File: src/rtl/coor_scan_ctrl.sv
// Window scan controller: walks a rectangular pixel window in raster order and
// issues one linear-address memory read request per coordinate, with req/ack handshake.
module coor_scan_ctrl #(
  parameter int COLS = 79,
  parameter int ROWS = 16
) (
  input  logic        clk,
  input  logic        rst_n,
  input  logic        start,
  input  logic        abort,
  input  logic [6:0]  x_lo,
  input  logic [6:0]  x_hi,
  input  logic [3:0]  y_lo,
  input  logic [3:0]  y_hi,
  input  logic        mem_ack,
  output logic        mem_req,
  output logic [10:0] mem_addr,
  output logic [6:0]  cur_x,
  output logic [3:0]  cur_y,
  output logic        busy,
  output logic        done,
  output logic        err,
  output logic        aborted,
  output logic [10:0] count
);

  typedef enum logic [1:0] {S_IDLE, S_REQ, S_DONE} state_t;

  localparam logic [6:0]  X_MAX  = 7'(COLS - 1);
  localparam logic [3:0]  Y_MAX  = 4'(ROWS - 1);
  localparam logic [10:0] COLS_W = 11'(COLS);

  state_t      r_state, w_next;
  logic [6:0]  r_x_lo, r_x_hi, r_cur_x;
  logic [3:0]  r_y_hi, r_cur_y;
  logic [10:0] r_count;
  logic        r_err, r_aborted;

  logic w_valid, w_accept, w_last_x, w_last;

  assign w_valid  = (x_lo <= x_hi) && (x_hi <= X_MAX) && (y_lo <= y_hi) && (y_hi <= Y_MAX);
  assign w_accept = (r_state == S_REQ) && mem_ack;
  assign w_last_x = (r_cur_x == r_x_hi);
  assign w_last   = w_last_x && (r_cur_y == r_y_hi);

  // NOTE: sequential state uses non-blocking assignments so every register
  // samples pre-edge values, independent of process ordering.
  always_ff @(posedge clk or negedge rst_n) begin
    if (!rst_n) r_state <= S_IDLE;
    else        r_state <= w_next;
  end

  // NOTE: w_next is defaulted before the case so no path leaves it unassigned,
  // which would otherwise infer a latch.
  always_comb begin
    w_next = r_state;
    case (r_state)
      S_IDLE: if (start && w_valid) w_next = S_REQ;
      S_REQ: begin
        if (abort)                 w_next = S_IDLE;
        else if (w_accept && w_last) w_next = S_DONE;
      end
      S_DONE:  w_next = S_IDLE;
      default: w_next = S_IDLE;
    endcase
  end

  always_ff @(posedge clk or negedge rst_n) begin
    if (!rst_n) begin
      r_x_lo    <= '0;
      r_x_hi    <= '0;
      r_y_hi    <= '0;
      r_cur_x   <= '0;
      r_cur_y   <= '0;
      r_count   <= '0;
      r_err     <= 1'b0;
      r_aborted <= 1'b0;
    end else begin
      r_err     <= 1'b0;
      r_aborted <= 1'b0;
      if (r_state == S_IDLE && start) begin
        if (w_valid) begin
          r_x_lo  <= x_lo;
          r_x_hi  <= x_hi;
          r_y_hi  <= y_hi;
          r_cur_x <= x_lo;
          r_cur_y <= y_lo;
          r_count <= '0;
        end else begin
          r_err <= 1'b1;
        end
      end
      if (r_state == S_REQ) begin
        r_aborted <= abort;
        if (mem_ack) begin
          r_count <= r_count + 11'd1;
          // Coordinates freeze on the final pixel so they never leave the window.
          if (!abort && !w_last) begin
            if (w_last_x) begin
              r_cur_x <= r_x_lo;
              r_cur_y <= r_cur_y + 4'd1;
            end else begin
              r_cur_x <= r_cur_x + 7'd1;
            end
          end
        end
      end
    end
  end

  assign mem_req  = (r_state == S_REQ);
  assign busy     = (r_state == S_REQ);
  assign done     = (r_state == S_DONE);
  assign err      = r_err;
  assign aborted  = r_aborted;
  assign cur_x    = r_cur_x;
  assign cur_y    = r_cur_y;
  assign count    = r_count;
  assign mem_addr = 11'(r_cur_y) * COLS_W + 11'(r_cur_x);

endmodule

File: config.mk
export PLATFORM = sky130hd
export DESIGN_NAME = coor_scan_ctrl
export DESIGN_NICKNAME = d
export VERILOG_FILES = /design/src/rtl/coor_scan_ctrl.sv
export SDC_FILE = /design/constraint.sdc
export NUM_CORES = 1
export LEC_CHECK = 0
export CELL_PAD_IN_SITES_DETAIL_PLACEMENT = 1
export CELL_PAD_IN_SITES_GLOBAL_PLACEMENT = 1
export CORE_ASPECT_RATIO = 0.5
export CORE_MARGIN = 5
export CORE_UTILIZATION = 40
export DETAILED_ROUTE_END_ITERATION = 8
export PLACE_DENSITY_LB_ADDON = 0.08
export REMOVE_ABC_BUFFERS = 1
export SYNTH_ARGS = -nofsm -noshare
export SYNTH_HDL_FRONTEND = slang
export SYNTH_SLANG_ARGS = --single-unit
File: constraint.sdc
create_clock -name clk -period 4.7 [get_ports clk]
set_clock_uncertainty 0.15 [all_clocks]
set_input_delay 0.705 -clock clk [delete_from_list [all_inputs] [get_ports clk]]
set_output_delay 0.705 -clock clk [all_outputs]
set_load 0.03 [all_outputs]
==> run_results.csv, run 1 <==
group,metric,value,unit
grt,grt_first_pass_wirelength,14100,µm
clock_network,htreeDepth,2,
detailed_routing,drtPass1Iterations,4,
finish,final_cells,485,
synth,ys_seq_area_share,35.1,%
critical_path,crit_arrival,3.69,ns
finish,fin_nets,444,
detailed_routing,routedWlPerCell,17.6,µm
clock_network,root_buffer,"clkbuf_16",
sta,rsz0062_at_grt,"no",
sta,hold_viol,0,
sta,period_share,96.8,%
placement,place_hpwl,6430,µm
placement,preCtsSetupSlack,0.128,ns
finish,regArea,1100,µm²
critical_path,cp-start-kind,"flip-flop",
synth,syn_area_per_cell,10.3,µm²
floorplanning,start_util,41.9,%
grt,antenna_found_initial,0,
placement,dp_cells,475,
placement,gp_congestion,0.881,
clock_network,path_clk_slew,0.06,ns
grt,grt_max_degree,45,
synth,synth_edf_count,0,
finish,num_antenna_cells,0,
synth,ys.flop_type,"dfrtp_1",
detailed_routing,drtIter0Drc,51,
grt,grt_overflow,0,
floorplanning,rows,22,
critical_path,critPathKind,"flip-flop to output port",
floorplanning,design.core.area,7490,µm²
sta,maxSlewViolCount,0,
finish,fillerInstances,841,
sta,min_period,4.55,ns
grt,grt_pass1_vias,2816,
hold_path,hp-class,"flip-flop to flip-flop",
clock_network,clk-insertion-delay-late,0.28,ns
floorplanning,die_h,72.7,µm
sta,max_slew.worst_pin.slew,1.02,ns
detailed_routing,wl,8510,µm
sta,whs,0.352,ns
critical_path,critPathCaptureType,"output port",
synth,yosys.area.top_type,"dfrtp_1",
synth,synth_top_area_share,35.1,%
synth,syn_inst,306,
finish,syn2layout_area_growth,32.4,%
detailed_routing,via_per_inst,5.26,
placement,postPlaceCellArea,3920,µm²
detailed_routing,drc,0,
synth,synth_async_sr_flop_share,100,%
clock_network,cts_buffer_depth,2,
clock_network,cts_sinks,44,
clock_network,cts-buffers-inserted,5,
synth,synthMostInstantiatedCell,"dfrtp_1",
finish,multi_input_area,1970,µm²
finish,layout-drive-gt1-share,14.9,%
synth,netlist_area,3140,µm²
outcome,status,"completed",
floorplanning,io-pin-count,65,
critical_path,critPathRequiredTime,3.85,ns
floorplanning,chipWidth,135,µm
sta,setup_viol,0,
synth,ys_top_cells_by_count,"dfrtp_1, ha_1, inv_1",
floorplanning,die-area,9830,µm²
critical_path,critPathMaxFanout,3,
job,drv_cap,0,
finish,final_area,4160,µm²
synth,ys_ff_latch,44,
synth,yosysUniqueCellTypes,42,
clock_network,ctsHoldBuffers,0,
synth,synth-warning-count,0,
detailed_routing,detail-route-antenna-nets,0,
sta,fmax,220,MHz
synth,synthTopCellsByArea,"dfrtp_1, ha_1, mux2_2, mux2i_1, fa_1",
clock_network,cts_tree,"done",
sta,fin_ws,0.151,ns
detailed_routing,vias,2550,
grt,track_usage,18.1,%
placement,io_buffers,64,
sta,slew_headroom,32.0,%
## per-layer routing
| layer | wire length [µm] | vias up | track usage, % |
|---|---|---|---|
| met1 | 3720 | 1267 | 22.2 |
| met5 | 0 | - | 0 |
| met4 | 106 | 0 | 4.47 |
| met3 | 332 | 13 | 3.72 |
| li1 | - | 1215 | - |
| met2 | 4350 | 55 | 33.0 |
## final cells by class
type / count / share of cell area (%)
clock inverters: 2 / 0.843
flip-flops and latches: 44 / 26.5
well taps: 108 / 3.25
clock buffers: 6 / 3.10
multi-input cells: 227 / 47.4
inverters: 27 / 2.44
repair buffers: 71 / 16.5
## worst paths after layout
kind                                 from          end  slack [ns]  cells after the start
worst min register to register  r_x_lo[0]    r_x_lo[0]        0.35                      1
min in group asynchronous           rst_n    r_x_lo[0]        0.45                      1
max in group asynchronous           rst_n    r_y_hi[3]        3.32                      1
worst min-delay path            r_x_lo[0]    r_x_lo[0]        0.35                      1
worst max register to register   cur_x[0]     cur_y[2]        1.60                      6
worst max-delay path             cur_y[1]  mem_addr[8]        0.15                     12
## flip-flops by register name, indices dropped and copies added (netlist names)
| name | flops |
|---|---|
| err | 1 |
| r_x_hi | 7 |
| cur_y | 4 |
| r_y_hi | 4 |
| r_state | 2 |
| cur_x | 7 |
| r_x_lo | 7 |
| count | 11 |
| aborted | 1 |
## metrics by stage
stage / util, % / TNS, ns
after global placement: 52.4 / 0
final: 55.5 / 0
after detailed placement: 52.4 / 0
after CTS: 55.0 / 0
after global routing: 55.5 / 0
after floorplan: - / -0.110
## kinds of logic (layout without fill, tap and decap cells)
family | after synthesis | after routing | synth area share [%]
compound gates | 46 | 46 | 9.12
mux | 38 | 38 | 12.8
flops | 44 | 44 | 35.1
xor+xnor | 25 | 25 | 6.97
simple gates | 77 | 77 | 13.3
fa+ha+maj | 41 | 41 | 18.2
buf+inv | 35 | 106 | 4.46
## repair_timing
item | 4_1_cts | 5_1_grt
setup buffers | 1 | 1
gates resized for setup | 4 | 9
setup endpoints to repair | 2 | 4
pin swaps | 2 | 5
## critical path: stages (launching register included)
cell and delay (ns):
dfrtp_1 0.40, fa_1 0.54, fa_1 0.51, inv_1 0.05
fa_1 0.50, inv_1 0.07, ha_4 0.26, a21oi_4 0.13
o21ai_2 0.08, or4_4 0.43, o311ai_4 0.11, xnor2_1 0.16
buf_4 0.18
## placed cells by master, fill, tap and decap left out, drive strengths merged, types with 2 or more instances in the layout
master and count:
clkdlybuf4s50 57, dfrtp 44, ha 33, inv 27, nand2 25, mux2i 20, mux2 18, xnor2 16
o21ai 16, buf 14, nor2 12, a21oi 10, xor2 9, fa 8, nand4 7, a31oi 6
nand3 6, nand3b 6, clkbuf 6, a21o 4, or2 4, nor2b 4, nor3 3, a211oi 2
and2 2, or4 2, a2111oi 2, nor4 2
Power of run 1 is left out: the tool's default activity adds up to more than one toggle a clock period on the data nets, which glitch-free logic cannot reach.
==> run 2, diff against run 1 <==
--- a/config.mk
+++ b/config.mk
@@ -10,9 +10,12 @@
 export CORE_ASPECT_RATIO = 0.5
 export CORE_MARGIN = 5
 export CORE_UTILIZATION = 40
+export CTS_BUF_LIST = sky130_fd_sc_hd__clkbuf_8 sky130_fd_sc_hd__clkbuf_16
+export CTS_CLUSTER_DIAMETER = 150
 export DETAILED_ROUTE_END_ITERATION = 8
 export PLACE_DENSITY_LB_ADDON = 0.08
 export REMOVE_ABC_BUFFERS = 1
+export SLEW_MARGIN = 20
 export SYNTH_ARGS = -nofsm -noshare
 export SYNTH_HDL_FRONTEND = slang
 export SYNTH_SLANG_ARGS = --single-unit
==> run_results.csv, run 2 (synthesis results as in run 1) <==
group,metric,value,unit
outcome,status,"completed",
critical_path,path_cells,"fa_1 > fa_1 > inv_1 > fa_1 > inv_1 > ha_4 > a21oi_4 > o21ai_2 > or4_4 > o311ai_4 > xnor2_1 > buf_4",
clock_network,clk-insertion-delay-late,0.28,ns
clock_network,path_clk_slew,0.06,ns
detailed_routing,dr.max_layer_used,"met4",
floorplanning,design.core.area,7490,µm²
clock_network,cts-buffers-inserted,5,
placement,preCtsSetupSlack,0.128,ns
finish,final_common_cell,"clkdlybuf4s50_1",
grt,grt_first_pass_wirelength,14100,µm
clock_network,cts_tree,"done",
critical_path,cp_slowest_cell,"fa_1",
detailed_routing,vias,2547,
clock_network,htreeDepth,2,
critical_path,critPathRequiredTime,3.85,ns
finish,layout-drive-gt1-share,14.9,%
detailed_routing,drtPass1Iterations,4,
detailed_routing,drtIter0Drc,51,
detailed_routing,route.met3.wl,313,µm
grt,track_usage,18.1,%
detailed_routing,wl_met1,3740,µm
floorplanning,io-pin-count,65,
placement,place_hpwl,6430,µm
floorplanning,chipWidth,135,µm
sta,min_period,4.55,ns
hold_path,hp-class,"input pin to async pin",
detailed_routing,routedWlPerCell,17.5,µm
sta,slew_headroom,37.2,%
finish,largest_reg_flops,11,
placement,postPlaceCellArea,3920,µm²
finish,final_area,4160,µm²
grt,grt_max_degree,45,
floorplanning,die-area,9830,µm²
sta,period_share,96.8,%
detailed_routing,via_per_inst,5.25,
finish,fin_nets,444,
finish,num_antenna_cells,0,
floorplanning,start_util,41.9,%
sta,hold_viol,0,
sta,fmax,220,MHz
floorplanning,die_h,72.7,µm
finish,final_cells,485,
critical_path,critPathMaxFanout,3,
sta,fin_ws,0.151,ns
critical_path,crit_top_cell,"fa_1",
sta,setup_viol,0,
finish,syn2layout_area_growth,32.4,%
job,drv_cap,0,
critical_path,cp_num_cells,12,
grt,grt_pass1_vias,2816,
critical_path,critPathTopFamily,"adder cells",
sta,maxSlewViolCount,0,
grt,antenna_found_initial,0,
critical_path,path_buf_inv,3,
critical_path,critPathCaptureType,"output port",
clock_network,root_buffer,"clkbuf_16",
sta,rsz0062_at_grt,"no",
critical_path,cp-start-kind,"flip-flop",
critical_path,reg2regPathDepth,6,
detailed_routing,wl_met2,4350,µm
clock_network,ctsHoldBuffers,0,
finish,mostFrequentLayoutCells,"clkdlybuf4s50_1, dfrtp_1, ha_1",
critical_path,cpPeakStageDelay,0.54,ns
detailed_routing,drc,0,
placement,io_buffers,64,
clock_network,cts_sinks,44,
detailed_routing,detail-route-antenna-nets,0,
floorplanning,rows,22,
critical_path,crit_arrival,3.69,ns
grt,grt_overflow,0,
placement,gp_congestion,0.881,
clock_network,cts_buffer_depth,2,
detailed_routing,wl,8510,µm
sta,max_slew.worst_pin.slew,0.938,ns
finish,final_util,55.5,%
placement,dp_cells,475,
critical_path,critPathKind,"flip-flop to output port",
[run 2: cell types whose count changed in the layout (fill, tap and decap cells not counted), sizes merged]
cell	before	now
clkbuf	6	5
inv	27	28
[run 2: routing by layer]
layer	up-vias	GRT usage, %
met2	50	33.0
li1	1214	-
met4	0	4.47
met3	13	3.72
met1	1270	22.2
met5	-	0
[run 2: final cells by class]
type | count | area [µm²]
Fill cell | 840 | 3330
Multi-Input combinational cell | 227 | 1970
Sequential cell | 44 | 1100
Timing Repair Buffer | 71 | 688
Tap cell | 108 | 135
Clock buffer | 5 | 125
Inverter | 27 | 101
Clock inverter | 3 | 38.8
[run 2: worst reg2reg max path, stage by stage, from the launching register on]
cell      delay (ns)
dfrtp_1         0.50
xor2_1          0.20
nor4_2          0.36
nand4_2         0.45
or4b_1          0.86
mux2i_1         0.19
a221oi_1        0.30
[run 2: worst paths after layout]
| check | startpoint | to | slack [ns] |
|---|---|---|---|
| worst min-delay path | rst_n | count[10] | 0.27 |
| min in group clk | r_x_lo[0] | r_x_lo[0] | 0.36 |
| worst max-delay path | cur_y[1] | mem_addr[8] | 0.15 |
| worst min register to register | r_x_lo[0] | r_x_lo[0] | 0.36 |
| max in group asynchronous | rst_n | r_y_hi[3] | 3.73 |
| worst max register to register | cur_x[0] | cur_y[2] | 1.60 |
[run 2: per-stage QoR]
stage	setup TNS, ns	hold WS [ns]
finish	0	0.269
global route	0	0.326
CTS	0	0.354
detailed placement	0	0.338
global placement	0	0.331
floorplan	-0.110	0.259
[run 2: what timing repair did]
action                     4_1_cts  5_1_grt
pin swaps                        2        5
hold endpoints to repair         0        0
resized for setup                4        9
setup endpoints to repair        2        4
buffers inserted                 1        1
Power of run 2 is left out for the same reason.
==> run 3, diff against run 2 <==
--- a/config.mk
+++ b/config.mk
@@ -5,11 +5,11 @@
 export SDC_FILE = /design/constraint.sdc
 export NUM_CORES = 1
 export LEC_CHECK = 0
-export CELL_PAD_IN_SITES_DETAIL_PLACEMENT = 1
+export CELL_PAD_IN_SITES_DETAIL_PLACEMENT = 0
 export CELL_PAD_IN_SITES_GLOBAL_PLACEMENT = 1
 export CORE_ASPECT_RATIO = 0.5
 export CORE_MARGIN = 5
-export CORE_UTILIZATION = 40
+export CORE_UTILIZATION = 36
 export CTS_BUF_LIST = sky130_fd_sc_hd__clkbuf_8 sky130_fd_sc_hd__clkbuf_16
 export CTS_CLUSTER_DIAMETER = 150
 export DETAILED_ROUTE_END_ITERATION = 8
==> constraint.sdc (replaced) <==
create_clock -name clk -period 4.05 [get_ports clk]
set_clock_uncertainty 0.15 [all_clocks]
set_input_delay 0.6075 -clock clk [delete_from_list [all_inputs] [get_ports clk]]
set_output_delay 0.6075 -clock clk [all_outputs]
set_load 0.03 [all_outputs]
==> run_results.csv, run 3 (synthesis results as in run 1) <==
group,metric,value,unit
floorplanning,start_util,36.4,%
sta,slew_headroom,39.4,%
sta,rsz0062_at_grt,"yes",
detailed_routing,vias,2521,
clock_network,root_buffer,"clkbuf_16",
finish,final_common_cell,"clkdlybuf4s50_1",
grt,met2_usage,24.1,%
outcome,failed_checks,"negative setup slack",
detailed_routing,routedWlPerCell,15.8,µm
grt,antenna_found_initial,0,
critical_path,critPathMaxFanout,2,
clock_network,path_clk_slew,0.06,ns
sta,min_period,4.35,ns
detailed_routing,drtPass1Iterations,4,
critical_path,cp_slowest_cell,"fa_1",
grt,grt_busiest_layer,"met2",
sta,max_slew.worst_pin.slew,0.904,ns
floorplanning,io-pin-count,65,
grt,met1_usage,19.9,%
sta,maxSlewViolCount,0,
critical_path,cp-start-kind,"flip-flop",
sta,fmax,230,MHz
sta,fin_ws,-0.304,ns
critical_path,crit_top_cell,"fa_1",
critical_path,path_cells,"fa_1 > fa_1 > inv_1 > fa_1 > inv_2 > ha_4 > buf_6 > a21o_1 > a21oi_2 > a2bb2oi_2 > nor2b_4 > xnor2_2 > buf_6",
finish,fin_nets,453,
sta,setup_viol,5,
clock_network,cts_buffer_depth,2,
finish,mostFrequentLayoutCells,"clkdlybuf4s50_1, dfrtp_1, ha_1",
grt,grt_max_degree,45,
critical_path,reg2regPathDepth,7,
detailed_routing,drc,0,
floorplanning,design.core.area,8620,µm²
finish,multi_input_area,2000,µm²
critical_path,critPathRequiredTime,3.29,ns
grt,globalRouteMet3Util,3.89,%
finish,largest_reg_flops,11,
clock_network,ctsHoldBuffers,0,
sta,period_share,108,%
detailed_routing,detail-route-antenna-nets,0,
detailed_routing,via_per_inst,5.01,
critical_path,r2r_slack,1.42,ns
placement,place_hpwl,5950,µm
job,drv_cap,0,
critical_path,cp_num_cells,13,
clock_network,cts_sinks,44,
clock_network,htreeDepth,2,
critical_path,critPathTopFamily,"adder cells",
critical_path,critPathCaptureType,"output port",
sta,whs,0.166,ns
detailed_routing,wl,7940,µm
finish,layout-drive-gt1-share,18.9,%
hold_path,hp-class,"input pin to async pin",
sta,hold_viol,0,
clock_network,clk-insertion-delay-late,0.28,ns
grt,track_usage,14.8,%
detailed_routing,drtIter0Drc,65,
clock_network,cts-buffers-inserted,5,
floorplanning,die_h,76.0,µm
floorplanning,rows,24,
finish,regArea,1100,µm²
grt,grt_first_pass_wirelength,13100,µm
finish,num_antenna_cells,0,
floorplanning,chipWidth,142,µm
grt,grt_overflow,0,
placement,gp_congestion,0.843,
critical_path,critPathKind,"flip-flop to output port",
placement,io_buffers,64,
clock_network,cts_tree,"done",
finish,fillerInstances,796,
floorplanning,die-area,10800,µm²
outcome,status,"complete, but fails checks",
finish,syn2layout_area_growth,36.8,%
critical_path,cpPeakStageDelay,0.51,ns
grt,grt_pass1_vias,2654,
critical_path,crit_arrival,3.60,ns
critical_path,path_buf_inv,4,
-- run 3: cell types whose count changed in the layout (fill, tap and decap cells not counted), moves of 2 or more --
cell	change
clkdlybuf4s50_1	-3
buf_4	+6
xnor2_2	+2
xnor2_1	-2
buf_12	+3
buf_6	+2
inv_1	-2
-- run 3: per-layer routing --
layer	part of all wire [%]	routed length (µm)	vias up
li1	-	-	1233
met2	48	3810	39
met5	0	0	-
met4	1.4	109	0
met3	3.9	312	10
met1	47	3710	1239
-- run 3: cell type report --
type	instances	share of cell area (%)
multi-input combinational	227	46.5
sequential	44	25.6
timing repair buffer	80	18.6
tap	117	3.41
clock buffer	6	3.23
inverter	27	2.36
clock inverter	2	0.233
-- run 3: path summary, 6_finish.rpt --
kind,to,from
max reg2reg,cur_y[2],cur_x[0]
max,mem_addr[7],cur_y[1]
max in group asynchronous,r_y_hi[2],rst_n
min,r_x_lo[0],rst_n
min in group clk,count[10],count[10]
min reg2reg,count[10],count[10]
-- run 3: per-stage QoR --
step	worst slack [ns]	util, %	std cells	setup TNS (ns)	instance area [µm²]
global route	-0.421	49.8	503	-1.81	4300
detailed placement	-0.316	46.7	492	-0.963	4020
CTS	-0.386	49.2	502	-1.58	4240
global placement	-0.231	46.7	492	-0.764	4020
floorplan	-0.649	-	298	-19.46	3100
finish	-0.304	49.8	503	-1.14	4300
-- run 3: repair_timing --
| action | CTS | global route |
|---|---|---|
| setup buffers | 2 | 1 |
| resized for setup | 12 | 10 |
| endpoints found under the setup margin | 6 | 8 |
| pin swaps | 7 | 13 |
Power of run 3 is left out for the same reason.
